==> config.mk <==
export PLATFORM = sky130hd
export DESIGN_NAME = serial_bit_feeder
export DESIGN_NICKNAME = d
export VERILOG_FILES = /design/src/rtl/serial_feeder_pkg.sv /design/src/rtl/serial_bit_feeder.sv
export SDC_FILE = /design/constraint.sdc
export NUM_CORES = 1
export LEC_CHECK = 0
export BUFFER_PORTS_ARGS = -buffer_cell sky130_fd_sc_hd__buf_2
export CAP_MARGIN = 20
export CORE_MARGIN = 3
export CORE_UTILIZATION = 50
export CTS_CLUSTER_SIZE = 25
export DETAILED_ROUTE_END_ITERATION = 12
export PLACE_DENSITY = 0.75
export SKIP_CTS_REPAIR_TIMING = 1
export SLEW_MARGIN = 5
export SYNTH_ARGS = -nofsm -noshare
export SYNTH_HDL_FRONTEND = slang
export SYNTH_SLANG_ARGS = --single-unit
export TNS_END_PERCENT = 5
==> constraint.sdc <==
create_clock -name clk -period 1.9 [get_ports clk]
set_input_delay 0.095 -clock clk [delete_from_list [all_inputs] [get_ports clk]]
set_output_delay 0.095 -clock clk [all_outputs]
set_load 0.02 [all_outputs]
==> src/rtl/serial_feeder_pkg.sv <==
// Shared types and helpers for the serial bit feeder that drives the
// three-consecutive-1s detector.
package serial_feeder_pkg;

    typedef enum logic [1:0] {
        IDLE,
        SHIFT,
        GAP
    } feeder_state_t;

    localparam logic IDLE_LEVEL = 1'b0;

    // Width of the bit-position counter for a word of w bits.
    function automatic int cnt_width(input int w);
        return (w < 2) ? 1 : $clog2(w);
    endfunction

endpackage

==> src/rtl/serial_bit_feeder.sv <==
// Parallel-in / serial-out feeder: accepts words over valid/ready and emits
// one bit per clock, holding dout at the idle level between words.
module serial_bit_feeder
    import serial_feeder_pkg::*;
#(
    parameter int WIDTH      = 8,
    parameter int MSB_FIRST  = 0,
    parameter int GAP_CYCLES = 0
) (
    input  logic             clk,
    input  logic             reset,
    input  logic [WIDTH-1:0] data_in,
    input  logic             data_valid,
    output logic             data_ready,
    output logic             dout,
    output logic             dout_valid,
    output logic             last_bit,
    output logic             busy
);

    localparam int            CW       = cnt_width(WIDTH);
    localparam logic [CW-1:0] LAST_IDX = CW'(WIDTH - 1);
    localparam logic [7:0]    GAP_LAST = (GAP_CYCLES > 0) ? 8'(GAP_CYCLES - 1) : 8'd0;

    feeder_state_t    state;
    logic [WIDTH-1:0] sr;
    logic [CW-1:0]    bit_cnt;
    logic [7:0]       gap_cnt;
    logic             at_last;
    logic             accept;

    function automatic logic head(input logic [WIDTH-1:0] w);
        return (MSB_FIRST != 0) ? w[WIDTH-1] : w[0];
    endfunction

    function automatic logic [WIDTH-1:0] advance(input logic [WIDTH-1:0] w);
        return (MSB_FIRST != 0) ? (w << 1) : (w >> 1);
    endfunction

    assign at_last = (state == SHIFT) && (bit_cnt == LAST_IDX);

    // Handshake: a word transfers on any rising edge where data_valid and
    // data_ready are both high. data_ready is high in IDLE and, only when no
    // gap is configured, in the last-bit cycle so words can stream with no
    // bubble. It is forced low while reset is asserted.
    assign data_ready = !reset && ((state == IDLE) || ((GAP_CYCLES == 0) && at_last));
    assign accept     = data_valid && data_ready;
    assign busy       = (state != IDLE);

    always_ff @(posedge clk or posedge reset) begin
        if (reset) begin
            state      <= IDLE;
            sr         <= '0;
            bit_cnt    <= '0;
            gap_cnt    <= '0;
            dout       <= IDLE_LEVEL;
            dout_valid <= 1'b0;
            last_bit   <= 1'b0;
        end else begin
            case (state)
                IDLE: begin
                    if (accept) begin
                        state      <= SHIFT;
                        sr         <= advance(data_in);
                        dout       <= head(data_in);
                        dout_valid <= 1'b1;
                        bit_cnt    <= '0;
                        last_bit   <= 1'b0;
                    end
                end
                SHIFT: begin
                    if (at_last) begin
                        if (accept) begin
                            sr         <= advance(data_in);
                            dout       <= head(data_in);
                            dout_valid <= 1'b1;
                            bit_cnt    <= '0;
                            last_bit   <= 1'b0;
                        end else begin
                            state      <= (GAP_CYCLES > 0) ? GAP : IDLE;
                            gap_cnt    <= '0;
                            dout       <= IDLE_LEVEL;
                            dout_valid <= 1'b0;
                            last_bit   <= 1'b0;
                        end
                    end else begin
                        bit_cnt  <= bit_cnt + CW'(1);
                        dout     <= head(sr);
                        sr       <= advance(sr);
                        last_bit <= ((bit_cnt + CW'(1)) == LAST_IDX);
                    end
                end
                GAP: begin
                    if (gap_cnt == GAP_LAST) begin
                        state <= IDLE;
                    end else begin
                        gap_cnt <= gap_cnt + 8'd1;
                    end
                end
                default: state <= IDLE;
            endcase
        end
    end

endmodule

# == After elaboration in Yosys (flattened, before gate mapping) ==
# Cells that the tools add are included.
# op_classes
n_addsub,2
n_eq_ne,9
muxes,26
reduce_logical,14
# op_table
op,count
$mux W8,5
$pmux W8 S2,2
$ne A2 B2 Y1 const B,5
$add A8 B1 Y8 const B,1
$logic_not A8 Y1,1
$mux W1,8
$mux W2,4
$reduce_and A4 Y1,2
$eq A3 B3 Y1 const B,2
$mux W3,2
$pmux W1 S2,3
$pmux W2 S3,1
$pmux W3 S2,1
$reduce_bool A2 Y1,3
$add A3 B1 Y3 const B,1
$logic_and A1 B1 Y1,3
$reduce_and A3 Y1,1
$eq A2 B1 Y1 const B,1
$eq A2 B2 Y1 const B,1
$logic_not A2 Y1,1
$reduce_and A2 Y1,1
$logic_not A1 Y1,1
$logic_or A1 B1 Y1,1
# word_totals
regBits,24
inputBits,11
out_inout_bits,5

# == Logic depth before layout (Yosys ltp) ==
# Gate-level depths: netlist of the first run.
# depth
word_depth,8
mapped_depth,6
depth_no_buf,6

# == Least setup slack after synthesis of the first run ==
# OpenSTA, ideal clock, no wires.
# synth_timing
kind,register to register
start,register bit_cnt[1]
end,register sr[2]
setup_time_ns,0.126
arrival_time_ns,1.542
required_ns,1.774
slack_ns,0.231
path_stages_with_launch,7
n_path_buf,1
period_less_slack_ns,1.669
cell_sequence,dfrtp_1 ha_1 ha_1 nand2b_2 and2_4 buf_6 a221o_1
# synth_via
elab_chain_len,8
# synth_lines
item,line,rtl
from (decl),serial_bit_feeder.sv:27,logic [CW-1:0] bit_cnt;
from (signal assigned),serial_bit_feeder.sv:87,bit_cnt <= bit_cnt + CW'(1);
$eq A3 B3 Y1 (*),serial_bit_feeder.sv:40,assign at_last = (state == SHIFT) && (bit_cnt == LAST_IDX);
$logic_and A1 B1 Y1 (*),serial_bit_feeder.sv:40,
$logic_or A1 B1 Y1,serial_bit_feeder.sv:46,assign data_ready = !reset && ((state == IDLE) || ((GAP_CYCLES == 0) && at_last));
$logic_and A1 B1 Y1,serial_bit_feeder.sv:46,
$logic_and A1 B1 Y1,serial_bit_feeder.sv:47,assign accept = data_valid && data_ready;
$mux W8,n/a,
$mux W8,serial_bit_feeder.sv:72,if (at_last) begin
$pmux W8 S2 (*),serial_bit_feeder.sv:60,case (state)
to (signal assigned),serial_bit_feeder.sv:64,sr <= advance(data_in);
to (signal assigned),serial_bit_feeder.sv:74,sr <= advance(data_in);
to (signal assigned),serial_bit_feeder.sv:89,sr <= advance(sr);
to (decl),serial_bit_feeder.sv:26,logic [WIDTH-1:0] sr;
# Every way passes the cells marked *; elsewhere a longest branch is shown, timed or not.
# A chain may end at the register's enable or synchronous reset.

# == Worst setup path in the final report of the first run ==
# layout_timing
start,register bit_cnt[1]
end,output port data_ready
# layout_via
elab_chain_len,4
# layout_lines
item,line,rtl
$eq A3 B3 Y1,serial_bit_feeder.sv:40,
$logic_and A1 B1 Y1,serial_bit_feeder.sv:40,
$logic_or A1 B1 Y1,serial_bit_feeder.sv:46,
$logic_and A1 B1 Y1,serial_bit_feeder.sv:46,
to (decl),serial_bit_feeder.sv:14,"output logic data_ready,"
# Every way passes these cells.

==> out/results.tsv, run 1 <==
metric	value	unit
DRT iter0 DRCs	6	
syn_nets	72	
Final Max Slew Viols	0	
Post-synth EDFFs	0	
post-synthesis sequential area ratio	0.5515	
syn avg cell area	11.74	sq um
Post-Syn Instances	58	
CTS H-tree depth	1	
post-route ant nets	0	
Crit path arrival time	1.65	ns
Slew @ Worst Pin	0.5655	ns
Final period util	0.9185	
die footprint	0.001840	sq mm
Ys Warns	0	
setup TNS	0	ns
Clk Latency, worst-skew pair	0.28	ns
fraction of layout cells with a size suffix above 1	0.2987	
synth unique cells	20	
Synth area leaders	dfrtp_1 55%, a221o_1 12%, and2_1 6.4%, ha_1 5.5%, nand2_1 2.8%	
Post-Place Cells	86	
CTS tree	done	
drt wl/cell	14.91	um
ys async rst share	1.000	
1st-pass router iterations	4	
# port buffers	15	
n_diodes	0	
Nets	92	
clock slew at reported path FFs	0.09	ns
fin crit period	1.745	ns
Synth top cells by count	15 x dfrtp_1, 8 x a221o_1, 7 x and2_1, 5 x nand2_1	
fillers	103	
count leader, synth	dfrtp_1	
peak supply drop	0.9747	mV
final worst slack	0.1549	ns
Critical Path RT	1.80	ns
Max Cap Viol	0	
endpoints failing setup	0	
fin cells	91	
Seq. cell area	375.4	sq um
Num CTS Buffers	3	
global-route wire length before repair	2283	um
initial antenna violation count	0	
leak pwr	0.4089	nW
drt drc	0	
Final Wtd Congestion	0.7839	
FMAX	573.0	MHz
hpwl dp	986.2	um
Post-Route WL	1357	um
kind of end point of the critical path	primary output	
PD cells	1486	mW/mm^2
top_reg_cell synth	dfrtp_1	
clock sinks	15	
clock tree buffer depth	2	
share of the synthesized area in the top cell type	0.5515	
#FFs+latches synth	15	
largest net degree at the start of global routing	16	
Max transition margin	0.6226	
Hold WC Path Type	in2reg	
Final Hold Fails	0	
Cell Area, Synth	680.7	sq um
overall power	1.194	mW
skew final	0.002699	ns
Top Ports	16	
via count	505	
crit-path max FO	11	
status	completed	
Die Span X	42.90	um
Setup crit start kind	register	
Die Ht	42.90	um
clock tree root driver cell	clkbuf_4	
Layout area overhead	18.01	%
Congestion Overflow GR	0	
Synth area leader	dfrtp_1	
Rows	12	
type of the worst setup path	reg2out	
Initial Utilization	0.5738	
core area	0.001186	sq mm
dpl ws	0.2199	ns
gr usage total	0.1712	
RSZ-0062 raised after global routing	false	
Via-to-Cell Ratio	5.549	
multi-input logic area	280.3	sq um
vias in the first global route	494	
## path summary, 6_finish.rpt
kind                                  from          to  slack [ns]  depth (start not counted)
min in group asynchronous            reset  bit_cnt[0]        0.43                          3
worst min register to register  dout_valid  dout_valid        0.49                          1
max in group asynchronous            reset       sr[3]        1.10                          3
worst max-delay path            bit_cnt[1]  data_ready        0.15                          6
worst max register to register  bit_cnt[1]       sr[6]        0.18                          5
worst min-delay path            data_in[4]       sr[3]        0.04                          2
## stage by stage
stage,hold WS [ns],area [sq um],util
2_1_floorplan,-0.003521,680.7,-
3_3_place_gp,0.1897,764.5,0.6445
3_5_place_dp,0.2015,764.5,0.6445
4_1_cts,-0.1080,790.8,0.6667
5_1_grt,0.02939,803.3,0.6772
6_report,0.04420,803.3,0.6772
## cells in the final DEF (no fill, tap or decap), drive strengths merged
| cell type | count |
|---|---|
| a21o | 1 |
| a221o | 8 |
| and2 | 9 |
| buf | 16 |
| clkbuf | 4 |
| dfrtp | 15 |
| dlygate4sd3 | 1 |
| ha | 3 |
| inv | 3 |
| nand2 | 5 |
| nand2b | 2 |
| nand4b | 1 |
| nor2 | 2 |
| nor2b | 2 |
| nor3b | 1 |
| o21ai | 3 |
| o22ai | 1 |
## sequential cells by signal (all words and copies together) (netlist names)
register    cells
bit_cnt         3
dout            1
dout_valid      1
last_bit        1
sr              8
state           1
## cells by family (layout without fill, tap and decap cells)
| logic type | count (synthesis) | in the layout | share of synthesized area |
|---|---|---|---|
| simple gates | 22 | 22 | 0.1930 |
| compound gates | 13 | 13 | 0.1599 |
| fa+ha+maj | 3 | 3 | 0.05515 |
| flops | 15 | 15 | 0.5515 |
| buf+inv | 5 | 24 | 0.04043 |
## power breakdown
part | internal [mW] | leakage [nW] | switching (mW)
Clock | 0.0815 | 0.0150 | 0.101
Combinational | 0.223 | 0.201 | 0.275
Sequential | 0.437 | 0.193 | 0.0764
Total | 0.741 | 0.409 | 0.452
## worst max-delay path, cell delays in order (launching register included)
cell,delay [ns]
dfrtp_1,0.41
ha_1,0.20
ha_1,0.23
nor2b_2,0.15
buf_4,0.18
nor2_1,0.04
buf_2,0.15
## per-layer routing
| metal | global-route usage | routed length, um | vias to the layer above |
|---|---|---|---|
| li1 | - | - | 241 |
| met1 | 0.2016 | 576 | 244 |
| met2 | 0.2754 | 668 | 16 |
| met3 | 0.05085 | 81 | 4 |
| met4 | 0.09317 | 30 | 0 |
| met5 | 0 | 0 | - |
## layout make-up
type                       count  area share
timing repair buffer          17      0.1153
clock buffer                   4     0.03271
inverter                       3     0.01402
tap                           14     0.02181
multi-input combinational     38      0.3489
sequential                    15      0.4673
(Power assumes the default switching activity.)
==> inputs of run 2 (changes only) <==
--- a/config.mk
+++ b/config.mk
@@ -5,7 +5,7 @@
 export SDC_FILE = /design/constraint.sdc
 export NUM_CORES = 1
 export LEC_CHECK = 0
-export BUFFER_PORTS_ARGS = -buffer_cell sky130_fd_sc_hd__buf_2
+export BUFFER_PORTS_ARGS = -buffer_cell sky130_fd_sc_hd__clkbuf_2
 export CAP_MARGIN = 20
 export CORE_MARGIN = 3
 export CORE_UTILIZATION = 50
==> out/results.tsv, run 2 (synthesis gave the netlist of run 1 again) <==
metric	value	unit
CTS tree	done	
gr usage total	0.1534	
final worst slack	0.1664	ns
hpwl dp	915.1	um
global-route wire length before repair	2076	um
type of the worst setup path	reg2out	
# port buffers	15	
Crit path depth	6	
Cell Area, Placed	764.5	sq um
setup TNS	0	ns
drt drc	0	
DRT iter0 DRCs	3	
Max transition margin	0.6151	
skew final	0.01028	ns
fraction of layout cells with a size suffix above 1	0.2857	
Worst Path Buf+Inv	2	
Final period util	0.9124	
clock tree root driver cell	clkbuf_4	
initial antenna violation count	0	
1st-pass router iterations	4	
clock slew at reported path FFs	0.09	ns
cell repeated most along the worst path	ha_1	
via count	490	
CP Cell Sequence	ha_1 > ha_1 > nor2b_1 > buf_4 > nor2_1 > clkbuf_2	
Num CTS Buffers	3	
status	completed	
most frequent cells in the layout	15 x dfrtp_1, 15 x clkbuf_2, 8 x a221o_1	
Initial Utilization	0.5738	
kind of end point of the critical path	primary output	
slowest cell delay on critical path	0.40	ns
Layout area overhead	17.65	%
PD cells	1468	mW/mm^2
cell depth of the worst hold path	2	
Crit path arrival time	1.64	ns
Post-Route WL	1264	um
Max Cap Viol	0	
Nets	92	
Clk Latency, worst-skew pair	0.28	ns
CTS H-tree depth	1	
Setup crit start kind	register	
peak supply drop	0.9576	mV
Hold WC Path Type	in2reg	
Reg with most FFs	sr	
FMAX	576.8	MHz
largest net degree at the start of global routing	16	
leak pwr	0.4085	nW
n_diodes	0	
core area	0.001186	sq mm
Critical Path RT	1.80	ns
crit-path max FO	11	
Die Ht	42.90	um
CP max-delay cell	dfrtp_1	
Final Hold Fails	0	
Final Max Slew Viols	0	
Die Span X	42.90	um
clock tree buffer depth	2	
Top Ports	16	
vias in the first global route	498	
drt wl/cell	13.89	um
Via-to-Cell Ratio	5.385	
Congestion Overflow GR	0	
Worst R2R Path Depth	5	
post-route ant nets	0	
Rows	12	
Largest regs	sr (8), bit_cnt (3)	
die footprint	0.001840	sq mm
Final Wtd Congestion	0.7936	
endpoints failing setup	0	
RSZ-0062 raised after global routing	false	
clock sinks	15	
fin crit period	1.734	ns
reg2reg setup slack	0.25	ns
Worst path top cell family by delay	flip-flops	
Largest register FFs	8	
Slew @ Worst Pin	0.5767	ns
dpl ws	0.2444	ns
Finished Cell Area	800.8	sq um
[run 2: cell count changes in the layout (fill, tap and decap cells not counted)]
cell,before,now
buf_2,15,0
clkbuf_2,0,15
nor2b_1,1,2
nor2b_2,1,0
[run 2: path summary, 6_finish.rpt]
check | from | end
min | data_in[3] | sr[2]
max in group asynchronous | reset | bit_cnt[1]
min in group asynchronous | reset | sr[1]
max reg2reg | bit_cnt[1] | sr[6]
min reg2reg | sr[7] | sr[7]
max | bit_cnt[1] | data_ready
[run 2: routing by layer]
layer  part of all wire  global-route usage
met1               0.46              0.1769
met2               0.45              0.2455
met3              0.071             0.05932
met4              0.015             0.07453
met5                  0                   0
[run 2: through the flow]
| stage | hold slack [ns] | utilization | power (mW) | std cells |
|---|---|---|---|---|
| floorplan | -0.003521 | - | 0.8618 | 58 |
| global placement | 0.1772 | 0.6445 | 0.9900 | 86 |
| detailed placement | 0.1796 | 0.6445 | 1.010 | 86 |
| CTS | -0.1277 | 0.6667 | 1.187 | 90 |
| global route | 0.04201 | 0.6751 | 1.262 | 91 |
| finish | 0.03157 | 0.6751 | 1.175 | 91 |
[run 2: final cells by class]
cell class	count	area [sq um]
repair buffers	17	92.59
multi-input cells	38	277.8
flip-flops and latches	15	375.4
well taps	14	17.52
fillers	100	385.4
inverters	3	11.26
clock buffers	4	26.28
[run 2: power by group]
part           switching, mW  internal, mW  total [mW]
Clock                 0.0964        0.0816       0.178
Combinational          0.270         0.216       0.486
Sequential            0.0740         0.438       0.512
